===== src/rtl/flac_frame_header_parser.sv =====
// flac_frame_header_parser: walks one FLAC frame header byte by byte from
// 16-bit word RAM, validates it (sync, codes, UTF-8, CRC-8) and latches fields.
module flac_frame_header_parser #(
    parameter int ADDR_WIDTH   = 16,
    parameter int MAX_CHANNELS = 8
) (
    input  logic                  iClock,
    input  logic                  iReset_n,
    input  logic                  iEnable,
    input  logic                  iStart,
    input  logic [ADDR_WIDTH-1:0] iBaseAddr,
    input  logic [15:0]           iData,
    output logic [ADDR_WIDTH-1:0] oReadAddr,
    output logic                  oBusy,
    output logic                  oDone,
    output logic                  oError,
    output logic [3:0]            oErrCode,
    output logic                  oVarBlock,
    output logic [16:0]           oBlockSize,
    output logic [19:0]           oSampleRateHz,
    output logic [3:0]            oChanAssign,
    output logic [3:0]            oNumChannels,
    output logic [2:0]            oBpsCode,
    output logic [35:0]           oFrameNumber,
    output logic [ADDR_WIDTH-1:0] oNextAddr,
    output logic                  oNextOdd
);

    typedef enum logic [3:0] {
        IDLE, SYNC0, SYNC1, CODES0, CODES1, UTF8_FIRST,
        UTF8_CONT, BS_EXT, SR_EXT, CRC, DONE
    } state_t;

    state_t                state;
    logic                  ph;
    logic [4:0]            b;
    logic [ADDR_WIDTH-1:0] base;
    logic [7:0]            crc;
    logic [3:0]            err;
    logic [3:0]            bs_code;
    logic [3:0]            sr_code;
    logic [2:0]            utf_rem;
    logic                  ext_idx;
    logic [7:0]            ext_hi;

    logic [7:0]            cur;
    logic [7:0]            crc_nx;
    logic [16:0]           bs_dec;
    logic [19:0]           sr_dec;
    logic [3:0]            lead;
    logic [4:0]            chan_cnt;
    logic [7:0]            utf_val;
    logic [15:0]           ext_val;
    logic [19:0]           sr_ext_val;
    logic [4:0]            b_nx;
    logic [ADDR_WIDTH-1:0] addr_nx;
    logic [3:0]            bad_code;
    logic                  sr_ext;
    logic                  bs_last;
    logic                  sr_last;
    state_t                after_utf;
    state_t                after_bs;

    function automatic logic [7:0] crc8(input logic [7:0] c, input logic [7:0] d);
        logic [7:0] r;
        r = c ^ d;
        for (int i = 0; i < 8; i++)
            r = r[7] ? ((r << 1) ^ 8'h07) : (r << 1);
        return r;
    endfunction

    // Current byte selection and field decoding of that byte
    always_comb begin
        cur     = b[0] ? iData[7:0] : iData[15:8];
        crc_nx  = crc8(crc, cur);
        b_nx    = b + 5'd1;
        addr_nx = base + ADDR_WIDTH'(b_nx[4:1]);

        bs_dec = 17'd0;
        case (cur[7:4])
            4'd1: bs_dec = 17'd192;
            4'd2, 4'd3, 4'd4, 4'd5:
                bs_dec = 17'd576 << 4'(cur[7:4] - 4'd2);
            default:
                if (cur[7]) bs_dec = 17'd256 << cur[6:4];
        endcase

        sr_dec = 20'd0;
        case (cur[3:0])
            4'd1:  sr_dec = 20'd88200;
            4'd2:  sr_dec = 20'd176400;
            4'd3:  sr_dec = 20'd192000;
            4'd4:  sr_dec = 20'd8000;
            4'd5:  sr_dec = 20'd16000;
            4'd6:  sr_dec = 20'd22050;
            4'd7:  sr_dec = 20'd24000;
            4'd8:  sr_dec = 20'd32000;
            4'd9:  sr_dec = 20'd44100;
            4'd10: sr_dec = 20'd48000;
            4'd11: sr_dec = 20'd96000;
            default: sr_dec = 20'd0;
        endcase

        casez (cur)
            8'b0???????: lead = 4'd0;
            8'b10??????: lead = 4'd1;
            8'b110?????: lead = 4'd2;
            8'b1110????: lead = 4'd3;
            8'b11110???: lead = 4'd4;
            8'b111110??: lead = 4'd5;
            8'b1111110?: lead = 4'd6;
            8'b11111110: lead = 4'd7;
            default:     lead = 4'd8;
        endcase

        chan_cnt = cur[7] ? 5'd2 : {1'b0, cur[7:4]} + 5'd1;
        utf_val  = cur & (8'hFF >> (lead + 4'd1));
        ext_val  = ext_idx ? {ext_hi, cur} : {8'd0, cur};

        case (sr_code)
            4'd12:   sr_ext_val = 20'(ext_val[7:0]) * 20'd1000;
            4'd14:   sr_ext_val = 20'(ext_val) * 20'd10;
            default: sr_ext_val = 20'(ext_val);
        endcase

        sr_ext  = (sr_code[3:2] == 2'b11) && (sr_code != 4'd15);
        bs_last = (bs_code == 4'd6) || ext_idx;
        sr_last = (sr_code == 4'd12) || ext_idx;

        after_bs  = sr_ext ? SR_EXT : CRC;
        after_utf = (bs_code[3:1] == 3'b011) ? BS_EXT : after_bs;
    end

    // Validity check of the byte being processed in the current state
    always_comb begin
        bad_code = 4'd0;
        case (state)
            SYNC0:
                if (cur != 8'hFF) bad_code = 4'd1;
            SYNC1:
                if (cur[7:1] != 7'h7C) bad_code = 4'd1;
            CODES0:
                if (cur[7:4] == 4'd0) bad_code = 4'd3;
                else if (cur[3:0] == 4'd15) bad_code = 4'd4;
            CODES1:
                if (cur[7:4] > 4'd10 || int'(chan_cnt) > MAX_CHANNELS)
                    bad_code = 4'd5;
                else if (cur[2:1] == 2'b11) bad_code = 4'd6;
                else if (cur[0]) bad_code = 4'd2;
            UTF8_FIRST:
                if (lead == 4'd1 || lead == 4'd8 ||
                    (lead == 4'd7 && !oVarBlock))
                    bad_code = 4'd7;
            UTF8_CONT:
                if (cur[7:6] != 2'b10) bad_code = 4'd7;
            CRC:
                if (cur != crc) bad_code = 4'd8;
            default: bad_code = 4'd0;
        endcase
    end

    // Parser FSM: two enabled cycles per byte, abort to DONE on first error
    always_ff @(posedge iClock or negedge iReset_n) begin
        if (!iReset_n) begin
            state         <= IDLE;
            ph            <= 1'b0;
            b             <= '0;
            base          <= '0;
            crc           <= '0;
            err           <= '0;
            bs_code       <= '0;
            sr_code       <= '0;
            utf_rem       <= '0;
            ext_idx       <= 1'b0;
            ext_hi        <= '0;
            oReadAddr     <= '0;
            oBusy         <= 1'b0;
            oDone         <= 1'b0;
            oError        <= 1'b0;
            oErrCode      <= '0;
            oVarBlock     <= 1'b0;
            oBlockSize    <= '0;
            oSampleRateHz <= '0;
            oChanAssign   <= '0;
            oNumChannels  <= '0;
            oBpsCode      <= '0;
            oFrameNumber  <= '0;
            oNextAddr     <= '0;
            oNextOdd      <= 1'b0;
        end else if (iEnable) begin
            oDone <= 1'b0;
            case (state)
                IDLE: if (iStart) begin
                    state     <= SYNC0;
                    ph        <= 1'b0;
                    b         <= '0;
                    base      <= iBaseAddr;
                    oReadAddr <= iBaseAddr;
                    crc       <= '0;
                    err       <= '0;
                    ext_idx   <= 1'b0;
                    oBusy     <= 1'b1;
                end
                DONE: begin
                    oDone    <= 1'b1;
                    oBusy    <= 1'b0;
                    oError   <= (err != 4'd0);
                    oErrCode <= err;
                    state    <= IDLE;
                end
                default: if (!ph) begin
                    ph <= 1'b1;
                end else if (bad_code != 4'd0) begin
                    ph    <= 1'b0;
                    err   <= bad_code;
                    state <= DONE;
                end else begin
                    ph        <= 1'b0;
                    b         <= b_nx;
                    crc       <= crc_nx;
                    oReadAddr <= addr_nx;
                    case (state)
                        SYNC0: state <= SYNC1;
                        SYNC1: begin
                            oVarBlock <= cur[0];
                            state     <= CODES0;
                        end
                        CODES0: begin
                            bs_code       <= cur[7:4];
                            sr_code       <= cur[3:0];
                            oBlockSize    <= bs_dec;
                            oSampleRateHz <= sr_dec;
                            state         <= CODES1;
                        end
                        CODES1: begin
                            oChanAssign  <= cur[7:4];
                            oNumChannels <= chan_cnt[3:0];
                            oBpsCode     <= cur[3:1];
                            state        <= UTF8_FIRST;
                        end
                        UTF8_FIRST: begin
                            oFrameNumber <= 36'(utf_val);
                            utf_rem      <= 3'(lead - 4'd1);
                            state <= (lead == 4'd0) ? after_utf : UTF8_CONT;
                        end
                        UTF8_CONT: begin
                            oFrameNumber <= {oFrameNumber[29:0], cur[5:0]};
                            utf_rem      <= utf_rem - 3'd1;
                            if (utf_rem == 3'd1) state <= after_utf;
                        end
                        BS_EXT: if (bs_last) begin
                            oBlockSize <= 17'(ext_val) + 17'd1;
                            ext_idx    <= 1'b0;
                            state      <= after_bs;
                        end else begin
                            ext_hi  <= cur;
                            ext_idx <= 1'b1;
                        end
                        SR_EXT: if (sr_last) begin
                            oSampleRateHz <= sr_ext_val;
                            ext_idx       <= 1'b0;
                            state         <= CRC;
                        end else begin
                            ext_hi  <= cur;
                            ext_idx <= 1'b1;
                        end
                        CRC: begin
                            oNextAddr <= addr_nx;
                            oNextOdd  <= b_nx[0];
                            state     <= DONE;
                        end
                        default: state <= IDLE;
                    endcase
                end
            endcase
        end
    end

endmodule


===== config.mk =====
export PLATFORM = sky130hd
export DESIGN_NAME = flac_frame_header_parser
export DESIGN_NICKNAME = d
export VERILOG_FILES = /design/src/rtl/flac_frame_header_parser.sv
export SDC_FILE = /design/constraint.sdc
export NUM_CORES = 1
export LEC_CHECK = 0
export ABC_AREA = 1
export BUFFER_PORTS_ARGS = -buffer_cell sky130_fd_sc_hd__buf_2
export CAP_MARGIN = 20
export CORE_MARGIN = 3
export CORE_UTILIZATION = 50
export DETAILED_ROUTE_END_ITERATION = 8
export PLACE_DENSITY = 0.83
export SYNTH_ARGS = -nofsm -noshare
export SYNTH_HDL_FRONTEND = slang
export SYNTH_SLANG_ARGS = --single-unit

===== constraint.sdc =====
create_clock -name iClock -period 12 [get_ports iClock]
set_input_delay 2.4 -clock iClock [delete_from_list [all_inputs] [get_ports iClock]]
set_output_delay 2.4 -clock iClock [all_outputs]
set_load 0.05 [all_outputs]

==> results.yml <==
hold_path:
  hold_class: "reg -> reg"
setup_path:
  timing.critical_path.to: "crc[7]"
  reg2reg_depth: 24
  worstPathCellList: "buf_2 -> or2_2 -> o21ai_1 -> buf_4 -> clkinv_1 -> ha_1 -> nand2_1 -> inv_1 -> nand3_1 -> nand2_1 -> nor2_2 -> nand2_1 -> nand2_1 -> inv_1 -> ha_1 -> nand3_1 -> nand3_1 -> nand2_2 -> nand4_2 -> nor2_4 -> nand2_2 -> inv_2 -> nand2_1 -> o21ai_0"
  critPathRequiredTime_ns: 12.35
  reg_to_reg_end: "crc[7]"
  cp_buf_inv_count: 6
  regToRegStartpoint: "b[0]"
  critical_path.max_stage_delay_ns: 0.57
  cpMostUsedCell: "sky130_fd_sc_hd__nand2_1"
  cp_data_arrival_time_ns: 7.39
  timing.critical_path.max_delay_family: "simple AND/OR/NAND/NOR gates"
  worst_path_fanout_max: 26
  critical_path.startpoint_type: "input port"
  timing.critical_path.depth: 24
  crit_path_start: "iData[3]"
  cp_capture_type: "register"
  worst-setup-path-type: "in -> reg"
  r2r_slack_ns: 6.20
  crit_slowest_cell: "sky130_fd_sc_hd__inv_2"
clock_network:
  tritoncts.num_buffers: 17
  clock_latency_ns: 0.46
  gates_resized_cts_repair: 0
  clock_sinks: 183
  clockBufferDepth: 2
  tritoncts: "built"
  htreeDepth: 4
  postcts_setup_bufs: 0
  path_clk_slew_ns: 0.08
  cell_chosen_for_the_clock_root: "sky130_fd_sc_hd__clkbuf_16"
  cts_hold_buf: 0
routing:
  vias: 11800
  drtIter0Drc: 1434
  final_antenna_net_count: 0
  drc: 0
  route.final.wire_length_um: 35600
  routed_wire_length_per_instance_um: 16.9
  drt_first_pass_iters: 5
  vias_per_cell: 5.60
global_route:
  grt_antenna_before_repair: 0
  number_of_global_route_vias_before_repair: 11000
  met1_usage: 0.372
  groute.usage.overall: 0.267
  grt.overflow.total: 0
  grt_first_pass_wirelength_um: 57100
  groute.layer.met2.usage: 0.433
  gr-usage-met3: 0.0398
  grt_start_max_net_pins: 116
  busiest_layer: "met2"
die:
  fp.dieH_um: 163
  initial_core_util: 0.518
  core-area_um2: 23900
  io-pin-count: 161
  width_of_the_die_um: 163
  placement_rows: 56
  dieArea_um2: 26700
synth:
  synthTopCellsByArea: "sky130_fd_sc_hd__dfrtp_1, sky130_fd_sc_hd__nand2_1, sky130_fd_sc_hd__ha_1"
  synthesis.instances: 1627
  netlist_area_um2: 12400
  post_synth_net_total: 1789
  syn_avg_cell_area_um2: 7.61
  synth.area.mux_share: 0.00717
  synth_simple_gate_area_share: 0.248
  synthesis.yosys.warnings: 0
  synth_top_family_by_area: "simple AND/OR/NAND/NOR gates"
  synthDominantAreaCellType: "sky130_fd_sc_hd__dfrtp_1"
  ys_types: 52
  synthXorXnorAreaFrac: 0.0346
  asyncSetResetFlopFracSynth: 1.00
  ys_seq_area_frac: 0.370
  synth_compound_area_frac: 0.125
  ys_ff_latch: 183
  synth_enable_flop_cells: 0
  synthTopCellsByCount: "sky130_fd_sc_hd__nand2_1, sky130_fd_sc_hd__dfrtp_1, sky130_fd_sc_hd__inv_1"
  synth_most_common_cell: "sky130_fd_sc_hd__nand2_1"
  ys.flop_type: "sky130_fd_sc_hd__dfrtp_1"
  yosys.area_share.adder: 0.140
  synth_top_area_frac: 0.370
finish:
  fillerInstances: 2146
  drive_above_1_share: 0.138
  diodes: 0
  flow.area_growth_from_synthesis_pct: 13.8
  seq_area_um2: 4580
  multi_input_area_um2: 6880
  layout.core_utilization: 0.590
  fin_nets: 1930
placement:
  place.detailed.hpwl_um: 26200
  gpl.final_weighted_congestion: 0.983
  io_buffer_count: 160
timing:
  report.final.setup_viol: 0
  unrepaired_setup_endpoints_after_global_routing: "no"
  max_freq_mhz: 142
  skew_ns: 0.0265
  tightestPinTransition_ns: 1.00
  final-hold-violation-count: 0
  slew_violations: 0
  max_slew_margin: 0.330
  layout_worst_path_cycle_share: 0.586
  totalNegativeSetupSlack_ns: 0
  finalCriticalPeriod_ns: 7.04
outcome:
  run_status: "completed"
flow_run:
  cap_viol_max_count: 0
sequential cells by signal (all words and copies together), names as in the netlist, 3 cells and up:
signal / count
oSampleRateHz: 20
crc: 8
err: 4
sr_code: 4
oNumChannels: 4
oChanAssign: 4
oFrameNumber: 36
ext_hi: 8
oNextAddr: 16
oErrCode: 4
state: 4
b: 5
oBlockSize: 17
bs_code: 4
oBpsCode: 3
base: 16
oReadAddr: 16
utf_rem: 3
worst reg2reg max path: stages, from the launching register on:
cell and delay, ns:
sky130_fd_sc_hd__dfrtp_1 0.64, sky130_fd_sc_hd__inv_2 0.15, sky130_fd_sc_hd__or2_2 0.30, sky130_fd_sc_hd__o21ai_1 0.08, sky130_fd_sc_hd__buf_4 0.28, sky130_fd_sc_hd__clkinv_1 0.50, sky130_fd_sc_hd__ha_1 0.42, sky130_fd_sc_hd__nand2_1 0.06
sky130_fd_sc_hd__inv_1 0.05, sky130_fd_sc_hd__nand3_1 0.12, sky130_fd_sc_hd__nand2_1 0.08, sky130_fd_sc_hd__nor2_2 0.24, sky130_fd_sc_hd__nand2_1 0.11, sky130_fd_sc_hd__nand2_1 0.14, sky130_fd_sc_hd__inv_1 0.10, sky130_fd_sc_hd__ha_1 0.22
sky130_fd_sc_hd__nand3_1 0.10, sky130_fd_sc_hd__nand3_1 0.10, sky130_fd_sc_hd__nand2_2 0.14, sky130_fd_sc_hd__nand4_2 0.13, sky130_fd_sc_hd__nor2_4 0.44, sky130_fd_sc_hd__nand2_2 0.51, sky130_fd_sc_hd__inv_2 0.58, sky130_fd_sc_hd__nand2_1 0.12
sky130_fd_sc_hd__o21ai_0 0.12
cells in the final DEF (no fill, tap or decap), types with 8 or more instances in the layout:
cell / netlist / routed
sky130_fd_sc_hd__xor2_1: 43 / 43
sky130_fd_sc_hd__buf_2: 18 / 159
sky130_fd_sc_hd__buf_4: 2 / 9
sky130_fd_sc_hd__o22ai_1: 13 / 13
sky130_fd_sc_hd__fa_1: 21 / 21
sky130_fd_sc_hd__nand4_1: 12 / 12
sky130_fd_sc_hd__or2_2: 12 / 12
sky130_fd_sc_hd__ha_1: 105 / 105
sky130_fd_sc_hd__nor2_1: 80 / 80
sky130_fd_sc_hd__inv_1: 179 / 179
sky130_fd_sc_hd__dfrtp_1: 183 / 183
sky130_fd_sc_hd__nand2_1: 514 / 514
sky130_fd_sc_hd__o21ai_1: 66 / 67
sky130_fd_sc_hd__nand3_1: 82 / 81
sky130_fd_sc_hd__a21oi_1: 54 / 54
sky130_fd_sc_hd__nor3_1: 21 / 20
sky130_fd_sc_hd__o21ai_0: 105 / 104
sky130_fd_sc_hd__clkbuf_16: 0 / 17
sky130_fd_sc_hd__a31oi_1: 8 / 8
logic make-up (layout without fill, tap and decap cells):
group	after synthesis	count (layout)
AO/OA/AOI/OAI	283	283
XOR/XNOR	49	49
adder cells (fa/ha/maj)	126	126
buffers and inverters	237	391
flip-flops	183	183
multiplexers	8	8
AND/OR/NAND/NOR	741	741
area by class of cell:
type | instances | area share
multi-input cells | 1207 | 0.488
clock buffers | 17 | 0.0302
repair buffers | 170 | 0.0633
well taps | 319 | 0.0283
flip-flops and latches | 183 | 0.325
clock inverters | 15 | 0.0150
inverters | 189 | 0.0503
layer usage:
layer / vias to the layer above / part of all wire
met2: 590 / 0.46
met3: 70 / 0.086
met4: 0 / 0.023
li1: 5568 / -
met1: 5535 / 0.43
met5: - / 0
how the worst min path moves through the flow:
stage / to / start / slack [ns] / cells past startpoint
after floorplan: ext_hi[0] / ext_hi[0] / 0.45 / 2
after global placement: oFrameNumber[34] / oFrameNumber[34] / 0.46 / 2
after detailed placement: oReadAddr[2] / oReadAddr[2] / 0.46 / 2
after CTS: oBusy / oBusy / 0.48 / 2
after global routing: oReadAddr[2] / oReadAddr[2] / 0.50 / 2
final: oBusy / oBusy / 0.48 / 2
stage by stage:
stage	instances	setup WS [ns]	instance area (µm²)	hold WS, ns
after global routing	2100	4.62	14100	0.496
after detailed placement	2066	4.57	13400	0.460
after CTS	2098	5.03	14100	0.478
final	2100	4.96	14100	0.475
after floorplan	1627	5.24	12400	0.453
after global placement	2066	4.69	13400	0.457
Power is left out: the tool's default activity adds up to more than one toggle a clock period on the data nets, which glitch-free logic cannot reach.
